`config.mk`:
```
export PLATFORM = sky130hd
export DESIGN_NAME = audio_dac_spi
export DESIGN_NICKNAME = d
export VERILOG_FILES = /design/src/rtl/audio_dac_spi.sv
export SDC_FILE = /design/constraint.sdc
export NUM_CORES = 1
export LEC_CHECK = 0
export BUFFER_PORTS_ARGS = -buffer_cell sky130_fd_sc_hd__buf_2
export CAP_MARGIN = 40
export CORE_AREA = 5 5 65 67
export CTS_CLUSTER_DIAMETER = 120
export DETAILED_ROUTE_END_ITERATION = 7
export DIE_AREA = 0 0 70 72
export PLACE_DENSITY = 0.87
export SYNTH_ARGS = -nofsm -noshare
export SYNTH_HDL_FRONTEND = slang
export SYNTH_SLANG_ARGS = --single-unit
```
`constraint.sdc`:
```
create_clock -name clk100M -period 2.45 [get_ports clk100M]
set_input_delay 0 -clock clk100M [delete_from_list [all_inputs] [get_ports clk100M]]
set_output_delay 0 -clock clk100M [all_outputs]
set_load 0.02 [all_outputs]
```
`src/rtl/audio_dac_spi.sv`:
```
// -----------------------------------------------------------------------------
// audio_dac_spi
//
// Serialises the 12-bit audio sample stream into DAC121S101-style SPI frames.
// An internal free-running divider produces one sample tick every SAMPLE_DIV
// clocks. On a tick, while idle and enabled, one 16-bit frame
// {2'b00, PD_MODE, sample_in} is shifted out MSB first.
//
// Parameters
//   CLK_DIV     clk100M cycles per SCLK half-period (>= 1)
//   SAMPLE_DIV  clk100M cycles per sample tick (> 32*CLK_DIV + 2)
//   PD_MODE     DAC power-down control bits placed in frame[13:12]
//
// Ports
//   clk100M     system clock, all registers rising-edge
//   reset       asynchronous active-high reset
//   enable      1 = start a frame on each sample tick
//   sample_in   unsigned 12-bit sample, captured only on the frame start edge
//   dac_sync    SPI frame select, active-low
//   dac_sclk    SPI clock, idles high
//   dac_din     SPI data, updated on SCLK rising edges
//   busy        high while a frame is in progress
//   frame_done  one-cycle pulse on the edge that ends a frame
// -----------------------------------------------------------------------------
module audio_dac_spi #(
    parameter int          CLK_DIV    = 4,
    parameter int          SAMPLE_DIV = 5000,
    parameter logic [1:0]  PD_MODE    = 2'b00
) (
    input  logic        clk100M,
    input  logic        reset,
    input  logic        enable,
    input  logic [11:0] sample_in,
    output logic        dac_sync,
    output logic        dac_sclk,
    output logic        dac_din,
    output logic        busy,
    output logic        frame_done
);

    localparam int SMP_W = $clog2(SAMPLE_DIV);
    localparam int DIV_W = $clog2(CLK_DIV + 1);

    localparam logic [SMP_W-1:0] SMP_LAST = SMP_W'(SAMPLE_DIV - 1);
    localparam logic [DIV_W-1:0] DIV_LAST = DIV_W'(CLK_DIV - 1);

    typedef enum logic {
        IDLE  = 1'b0,
        SHIFT = 1'b1
    } state_t;

    state_t             state_reg;
    logic [SMP_W-1:0]   smp_cnt_reg;
    logic [DIV_W-1:0]   div_cnt_reg;
    logic [3:0]         bit_cnt_reg;
    logic [15:0]        shreg_reg;

    logic               tick;
    logic [15:0]        frame_word;

    assign tick       = (smp_cnt_reg == SMP_LAST);
    assign frame_word = {2'b00, PD_MODE, sample_in};

    // Sample-rate divider: free-running, unaffected by enable or the FSM.
    always_ff @(posedge clk100M or posedge reset) begin
        if (reset) begin
            smp_cnt_reg <= '0;
        end else if (tick) begin
            smp_cnt_reg <= '0;
        end else begin
            smp_cnt_reg <= smp_cnt_reg + SMP_W'(1);
        end
    end

    // Frame FSM with registered SPI outputs and status flags.
    always_ff @(posedge clk100M or posedge reset) begin
        if (reset) begin
            state_reg   <= IDLE;
            div_cnt_reg <= '0;
            bit_cnt_reg <= '0;
            shreg_reg   <= '0;
            dac_sync    <= 1'b1;
            dac_sclk    <= 1'b1;
            dac_din     <= 1'b0;
            busy        <= 1'b0;
            frame_done  <= 1'b0;
        end else begin
            frame_done <= 1'b0;
            case (state_reg)
                IDLE: begin
                    if (tick && enable) begin
                        shreg_reg   <= frame_word;
                        dac_din     <= frame_word[15];
                        dac_sync    <= 1'b0;
                        busy        <= 1'b1;
                        div_cnt_reg <= '0;
                        bit_cnt_reg <= '0;
                        state_reg   <= SHIFT;
                    end
                end
                SHIFT: begin
                    if (div_cnt_reg == DIV_LAST) begin
                        div_cnt_reg <= '0;
                        if (dac_sclk) begin
                            // Falling edge: the DAC samples dac_din here.
                            dac_sclk <= 1'b0;
                        end else if (bit_cnt_reg == 4'd15) begin
                            // Rising edge after the 16th fall closes the frame.
                            dac_sclk   <= 1'b1;
                            dac_sync   <= 1'b1;
                            dac_din    <= 1'b0;
                            busy       <= 1'b0;
                            frame_done <= 1'b1;
                            state_reg  <= IDLE;
                        end else begin
                            // Rising edge: present the next bit, MSB first.
                            dac_sclk    <= 1'b1;
                            bit_cnt_reg <= bit_cnt_reg + 4'd1;
                            shreg_reg   <= {shreg_reg[14:0], 1'b0};
                            dac_din     <= shreg_reg[14];
                        end
                    end else begin
                        div_cnt_reg <= div_cnt_reg + DIV_W'(1);
                    end
                end
                default: begin
                    state_reg <= IDLE;
                end
            endcase
        end
    end

endmodule

```
== Yosys cells after proc, flatten, opt, wreduce, memory -nomap -nowiden ==
Index checks and enable logic that the tools add are counted.
Word-level totals
  bits in read-only memories: 0
  latch bits: 0
  bits in writable memories: 0
  memories kept: 0
  register bits after elaboration: 41
  word-level logic and storage cells: 65
  bits of input ports: 15
  output and inout port bits: 5
Cells by class
  add/subtract/negate cells: 3
  multiply operators: 0
  reductions and logical operators: 5
  divide/modulo/power cells: 0
  shifts and indexed selects: 0
  eq/ne operators: 8
  magnitude comparators: 0
  bitwise logic cells: 1
  muxes and demuxes: 38
Operators by type and width (count)
  2-to-1 mux 15 bit: 4
  case mux 15 bit (2 select lines): 1
  2-to-1 mux 1 bit: 20
  2-to-1 mux 4 bit: 4
  adder 13 x 1 -> 13 bit (second input constant): 1
  == test 13 bit (second input constant): 1
  2-to-1 mux 13 bit: 1
  case mux 1 bit (2 select lines): 4
  case mux 4 bit (2 select lines): 1
  AND reduction 4 bit: 2
  2-to-1 mux 3 bit: 2
  inequality test 2 bit (second input constant): 3
  case mux 3 bit (2 select lines): 1
  adder 4 x 1 -> 4 bit (second input constant): 1
  == test 4 bit (second input constant): 1
  inequality test 2 x 1 -> 1 bit (second input constant): 2
  adder 3 x 1 -> 3 bit (second input constant): 1
  == test 3 x 2 -> 1 bit (second input constant): 1
  AND reduction 3 bit: 1
  AND reduction 2 bit: 1
  logical AND 1 bit: 1
  NOT 1 bit: 1

== Depth between registers and ports, before layout ==
Gate-level depths: netlist of run 1.
  depth after elaboration: 5
  mapped depth: 7
  gate-level depth less buffers: 5

== Worst setup path before layout of run 1 ==
Ideal clock, no wire load.
  path type: register -> register
  start: register smp_cnt_reg[6]
  end: register shreg_reg[1]
  library setup time: 0.125 ns
  required time: 2.325 ns
  buffers on the path: 2
  cell stages (with the launch flop): 7
  period minus slack after synthesis: 2.137 ns
  arrival: 2.012 ns
  path slack: 0.313 ns
  path through: dfrtp_1 or4b_4 nor4_4 a21o_1 buf_6 buf_12 mux2_4
Between the ends
  cells in the longest elaborated chain, start to end: 4
RTL lines
  start, declared: line 53  | logic [SMP_W-1:0] smp_cnt_reg;
  start signal, assigned: line 71  | smp_cnt_reg <= smp_cnt_reg + SMP_W'(1);
  == test 13 bit: line 61  | assign tick = (smp_cnt_reg == SMP_LAST);
  logical AND 1 bit: line 91  | if (tick && enable) begin
  inequality test 2 bit (no source line)
  AND reduction 4 bit (no source line)
  end signal, assigned: line 92  | shreg_reg <= frame_word;
  end signal, assigned: line 119  | shreg_reg <= {shreg_reg[14:0], 1'b0};
  end, declared: line 56  | logic [15:0] shreg_reg;
Every way passes these cells.
A chain may end at the register's enable or synchronous reset.

== Final worst setup path of run 1 ==
  start: register smp_cnt_reg[6]
  end: register shreg_reg[4]
The elaborated chain is that of the path after synthesis.

==> results of run 1 <==
==> cell families (layout without fill, tap and decap cells) <==
group / Yosys count / after routing / share of synthesized area (%)
AND/OR/NAND/NOR: 57 / 57 / 17.46
flip-flops: 41 / 41 / 52.96
multiplexers: 23 / 23 / 13.85
AO/OA/AOI/OAI: 18 / 18 / 5.413
buffers and inverters: 16 / 50 / 4.317
XOR/XNOR: 9 / 9 / 4.059
adder cells (fa/ha/maj): 3 / 3 / 1.933
==> layout make-up <==
class	count	area [µm²]	area share [%]
clock buffers	5	37.54	1.692
multi-input cells	110	829.5	37.39
inverters	10	37.54	1.692
clock inverters	3	17.52	0.7896
repair buffers	32	207.7	9.363
well taps	48	60.06	2.707
flip-flops and latches	41	1028	46.36
==> what timing repair did <==
item / in CTS / in global routing
hold buffers: 6 / 0
hold endpoints to repair: 18 / 0
gates resized for setup: 0 / 0
==> cell usage after synthesis, drive strengths merged, types with 2 or more instances <==
cell type | instances | area [µm²]
nand4 | 9 | 56.30
nor2b | 3 | 18.77
mux2 | 22 | 259.0
inv | 10 | 37.54
xnor2 | 4 | 35.03
buf | 2 | 31.28
and4 | 2 | 17.52
xor2 | 5 | 43.79
and3 | 3 | 18.77
nor3 | 3 | 15.01
ha | 3 | 37.54
nand4bb | 2 | 22.52
nor2 | 10 | 37.54
nand3 | 6 | 30.03
dfrtp | 39 | 975.9
nand3b | 2 | 15.01
nand2b | 2 | 12.51
o21ai | 10 | 50.05
clkbuf | 4 | 15.01
dfstp | 2 | 52.55
nand2 | 11 | 41.29
a21oi | 2 | 10.01
o22ai | 2 | 12.51
==> path summary, 6_finish.rpt <==
check,depth (start not counted),from,to
min in group asynchronous,3,reset,shreg_reg[0]$_DFFE_PP0P_
max reg2reg,5,smp_cnt_reg[6]$_DFF_PP0_,shreg_reg[4]$_DFFE_PP0P_
min reg2reg,1,smp_cnt_reg[11]$_DFF_PP0_,smp_cnt_reg[11]$_DFF_PP0_
max in group asynchronous,4,reset,dac_sync$_DFFE_PP1P_
max,5,smp_cnt_reg[6]$_DFF_PP0_,shreg_reg[4]$_DFFE_PP0P_
min,3,sample_in[8],shreg_reg[8]$_DFFE_PP0P_
==> critical path, cell delays in order, from the launching register on <==
cell,delay (ns)
dfrtp_1,0.45
or4b_4,0.58
nor4_4,0.31
a21o_1,0.11
buf_4,0.23
mux2_2,0.36
==> power breakdown <==
part | internal (µW) | switching, µW | total, µW
combinational | 182 | 178 | 360
clock | 108 | 212 | 321
sequential | 750 | 49.9 | 800
==> stage by stage <==
step | utilization (%) | cell area [µm²]
after floorplan | - | 1942
after global placement | 58.78 | 2103
after detailed placement | 58.78 | 2103
after CTS | 61.99 | 2218
after global routing | 61.99 | 2218
final | 61.99 | 2218
==> layer usage <==
layer  GRT usage [%]  part of all wire (%)
met2           23.50                    48
met3           4.571                   4.7
met4           5.106                   1.1
met5               0                     0
met1           19.40                    46
==> summary.md, run 1 <==
| Metric | Value |
|---|---|
| Total track usage | 14.82% |
| Placement Rows | 22 |
| Post-route clock period utilization | 87.42% |
| Post-synth EDFFs | 0 |
| Pre-CTS setup slack | 0.3139 ns |
| Pwr dens | 667.5 nW/µm² |
| Routed WL | 3337 µm |
| Die Span Y | 72 µm |
| Antenna violations before repair | 0 |
| Die Wd | 70 µm |
| Ys Warns | 0 |
| Antenna Nets Post-Route | 0 |
| Post-Syn Instances | 167 |
| Worst-Margin Slew | 0.5328 ns |
| R2R Setup Slk | 0.31 ns |
| Crit. End Element | flop |
| HP Class | input port to flop |
| Synthesized Nets | 185 |
| CTS tree | done |
| Asr flop ratio synth | 100.0% |
| Routed wire per std cell | 13.40 µm |
| Most frequent cells in the layout | dfrtp_1, mux2_2, buf_2 |
| Synth unique cells | 34 |
| DRC Markers | 0 |
| TritonCTS Buffers | 5 |
| I/O pin total | 20 |
| Placed cells | between 200 and 250 |
| Filler cells | 285 |
| Max Freq | 0.4669 GHz |
| Yosys reg bits | 41 |
| Gpl congestion | roughly 0.74 |
| Area grow syn2layout | 14.24% |
| Crit Path Max Fanout | 18 |
| Vias per cell | 5.357 |
| Initial core utilization | 54.27% |
| # Post-CTS Setup Buffers | 0 |
| Critical path type | flop to flop |
| Layout net count | roughly 220 |
| WP data arrival | 2.37 ns |
| Synth Flop Type | dfrtp_1 |
| Max FFs per register | 15 |
| Finished Layout Cells | 249 |
| Diode count | 0 |
| Skew final | 0.01449 ns |
| PnR worst setup slack | 0.3083 ns |
| Commonest non-fill, non-tap cell in the layout | dfrtp_1 |
| # setup viols final | 0 |
| DP HPWL | around 2500 µm |
| H-tree Lvls | 2 |
| Vias in the first global route | 1372 |
| Max VDD drop | 0.3453 mV |
| CTS max path bufs | 2 |
| Die ar. | about 5000 µm² |
| DRT iter0 DRCs | 87 |
| Pleak | 0.001073 µW |
| Final-report max-slew violation count | 0 |
| Worst-path clk slew | approximately 0.11 ns |
| Tot Pwr | 1481 µW |
| Min cycle time layout | ~2.1 ns |
| Port bufs | 19 |
| Status | finished clean |
| Setup TNS | 0 ns |
| DR pass1 iterations | 4 |
| Maxcap violations | 0 |
| Total clock sinks | 41 |
| Mapped Avg Cell Area | between 10 and 15 µm² |
| RSZ-0062 raised after global routing | false |
| Clk Latency, worst-skew pair | 0.35 ns |
| Core ar. | 3578 µm² |
| Share of cells above drive strength 1 | a little under a third |
| Final hold vios | 0 |
| Relative max-transition margin | 64.44% |
| Worst EP required | approximately 2.7 ns |
| Cell area after synthesis | 1942 µm² |
| Startpoint types | flop |
| Worst hold slack | 0.01952 ns |
| First-pass GRT wire length | about 6100 µm |
| Clock Tree Root | clkbuf_4 |
| Largest net degree at the start of global routing | 19 |
| Vias | 1334 |
| GRT overflow | 0 |
| Post-synthesis sequential area ratio | approximately 53% |
Power figures use the tool's default switching activity.
==> inputs of run 2 (changes only) <==
- CORE_AREA: 5 5 65 67 -> 5 5 63 65
- CTS_BUF_LIST: unset -> sky130_fd_sc_hd__clkbuf_4
- DIE_AREA: 0 0 70 72 -> 0 0 68 70
- PLACE_DENSITY: 0.87 -> 0.92
==> summary.md, run 2 (synthesized netlist as in run 1, its figures left out) <==
| Metric | Value |
|---|---|
| Status | finished clean |
| CTS tree | done |
| I/O pin total | 20 (unchanged) |
| Critical path's top delay family | simple AND/OR/NAND/NOR gates |
| Vias | 1355 (+1.6%) |
| Area grow syn2layout | 19.33% |
| Min cycle time layout | 2.186 ns (+0.04427 ns) |
| Total track usage | 18.45% (+3.6 points) |
| Antenna violations before repair | 0 (unchanged) |
| Relative max-transition margin | 69.27% (+4.8 points) |
| CP Cell Sequence | or4b_4 > nor4_4 > a21o_1 > buf_4 > mux2_2 |
| Most frequent cells in the layout | dfrtp_1, mux2_2, buf_2 |
| Crit Path Max Fanout | 18 (unchanged) |
| H-tree Lvls | 2 (unchanged) |
| Die Wd | 68 µm (-2.9%) |
| Antenna Nets Post-Route | 0 (unchanged) |
| Filler cells | 232 (-19%) |
| Register area | 1028 µm² (unchanged) |
| Max FFs per register | 15 (unchanged) |
| Final hold vios | 0 (unchanged) |
| Clock Tree Root | clkbuf_4 |
| Critical path's slowest cell | or4b_4 |
| Buf/Inv on CP | 1 (unchanged) |
| Post-route clock period utilization | 89.23% (+1.8 points) |
| DP HPWL | 2468 µm (+0.40%) |
| Diode count | 0 (unchanged) |
| Pwr dens | 703.5 nW/µm² (+5.4%) |
| HP Class | input port to flop |
| Worst hold slack | 0.02207 ns (+0.002555 ns) |
| Max VDD drop | 0.6769 mV (+96%) |
| WP data arrival | 2.43 ns (+0.06 ns) |
| Multi-input gate area | 829.5 µm² (unchanged) |
| Total clock sinks | 41 (unchanged) |
| Maxcap violations | 0 (unchanged) |
| Core ar. | 3284 µm² (-8.2%) |
| Critical path type | flop to flop |
| Max Freq | 0.4575 GHz (-2.0%) |
| GRT overflow | 0 (unchanged) |
| CTS max path bufs | 2 (unchanged) |
| DRC Markers | 0 (unchanged) |
| Pleak | 0.001114 µW (+3.9%) |
| Routed wire per std cell | 15.07 µm (+12%) |
| First-pass GRT wire length | 6603 µm (+8.6%) |
| Die ar. | 4760 µm² (-5.6%) |
| Placement Rows | 21 (-4.5%) |
| DRT iter0 DRCs | 130 (+49%) |
| # setup viols final | 0 (unchanged) |
| DR pass1 iterations | 4 (unchanged) |
| Worst-path clk slew | 0.12 ns (about the same) |
| Worst-Margin Slew | 0.4547 ns (-0.07811 ns) |
| Vias in the first global route | 1413 (+3.0%) |
| Largest net degree at the start of global routing | 24 (+5) |
| Port bufs | 19 (unchanged) |
| Share of cells above drive strength 1 | 29.47% (-0.88 points) |
| Die Span Y | 70 µm (-2.8%) |
| Routed WL | 3813 µm (+14%) |
| CP peak stage delay | 0.58 ns (about the same) |
| Worst EP required | 2.69 ns (about the same) |
| TritonCTS Buffers | 5 (unchanged) |
| RSZ-0062 raised after global routing | false |
| Commonest non-fill, non-tap cell in the layout | dfrtp_1 |
| Layout net count | 224 (+2.8%) |
| Final-report max-slew violation count | 0 (unchanged) |
| Clk Latency, worst-skew pair | 0.37 ns (+0.02 ns) |
| Setup TNS | 0 ns (unchanged) |
| Skew final | 0.01581 ns (+0.001315 ns) |
| Layout Utilization | 70.55% (+8.6 points) |
| Vias per cell | 5.356 (about the same) |
| Initial core utilization | 59.12% (+4.9 points) |
| Gpl congestion | 0.7482 (+1.2%) |
| Crit. End Element | flop |
| Startpoint types | flop |
## run 2: changes by cell type in the layout (fill, tap and decap cells not counted), sizes merged
cell / delta
buf: +1
bufinv: +1
clkinv: -1
dlygate4sd3: +5
## run 2: per-layer routing
| metal | wire [µm] | track usage [%] | vias up |
|---|---|---|---|
| li1 | - | - | 665 |
| met5 | 0 | 0 | - |
| met3 | 105 | 3.846 | 12 |
| met2 | 2033 | 30.09 | 22 |
| met1 | 1538 | 22.29 | 656 |
| met4 | 135 | 9.713 | 0 |
## run 2: worst register-to-register path: cells and delay by family (launching register included)
kind | cells | cell delay, ns
AO/OA/AOI/OAI | 1 | 0.12
buffers and inverters | 1 | 0.24
flip-flops | 1 | 0.44
multiplexers | 1 | 0.40
AND/OR/NAND/NOR | 2 | 0.88
## run 2: per-stage QoR
step	cells	setup slack (ns)	power, µW	instance area [µm²]
floorplan	167	0.3129	1072	1942
global placement	233	0.3742	1157	2101
detailed placement	234	0.3332	1177	2128
CTS	253	0.2984	1622	2317
global route	253	0.1923	1711	2317
finish	253	0.2640	1630	2317
## run 2: layout make-up
type                            count  share of cell area, %
Clock inverter                      3                  1.782
Multi-Input combinational cell    110                  35.80
Sequential cell                    41                  44.38
Inverter                           10                  1.620
Timing Repair Buffer               38                  12.31
Clock buffer                        5                  1.620
Tap cell                           46                  2.484
## run 2: where the power goes
part	switching [µW]	internal [µW]	leakage (µW)	total (µW)
sequential	49.3	750	0.000494	800
combinational	195	195	0.000581	390
clock	229	211	0.0000389	441
total	473	1160	0.00111	1630
## run 2: worst paths after layout
path | from | end | slack [ns] | depth (start not counted)
max in group asynchronous | reset | dac_sclk$_DFFE_PP1P_ | 1.83 | 5
worst min-delay path | sample_in[11] | shreg_reg[11]$_DFFE_PP0P_ | 0.02 | 3
worst max register to register | smp_cnt_reg[6]$_DFF_PP0_ | shreg_reg[10]$_DFFE_PP0P_ | 0.26 | 5
worst max-delay path | smp_cnt_reg[6]$_DFF_PP0_ | shreg_reg[10]$_DFFE_PP0P_ | 0.26 | 5
min in group asynchronous | reset | shreg_reg[5]$_DFFE_PP0P_ | 0.20 | 4
worst min register to register | smp_cnt_reg[11]$_DFF_PP0_ | smp_cnt_reg[11]$_DFF_PP0_ | 0.51 | 1
## run 2: what timing repair did
item,4_1_cts,5_1_grt
hold buffers,11,0
setup buffers,0,0
gates resized for setup,0,0
hold endpoints to repair,50,0
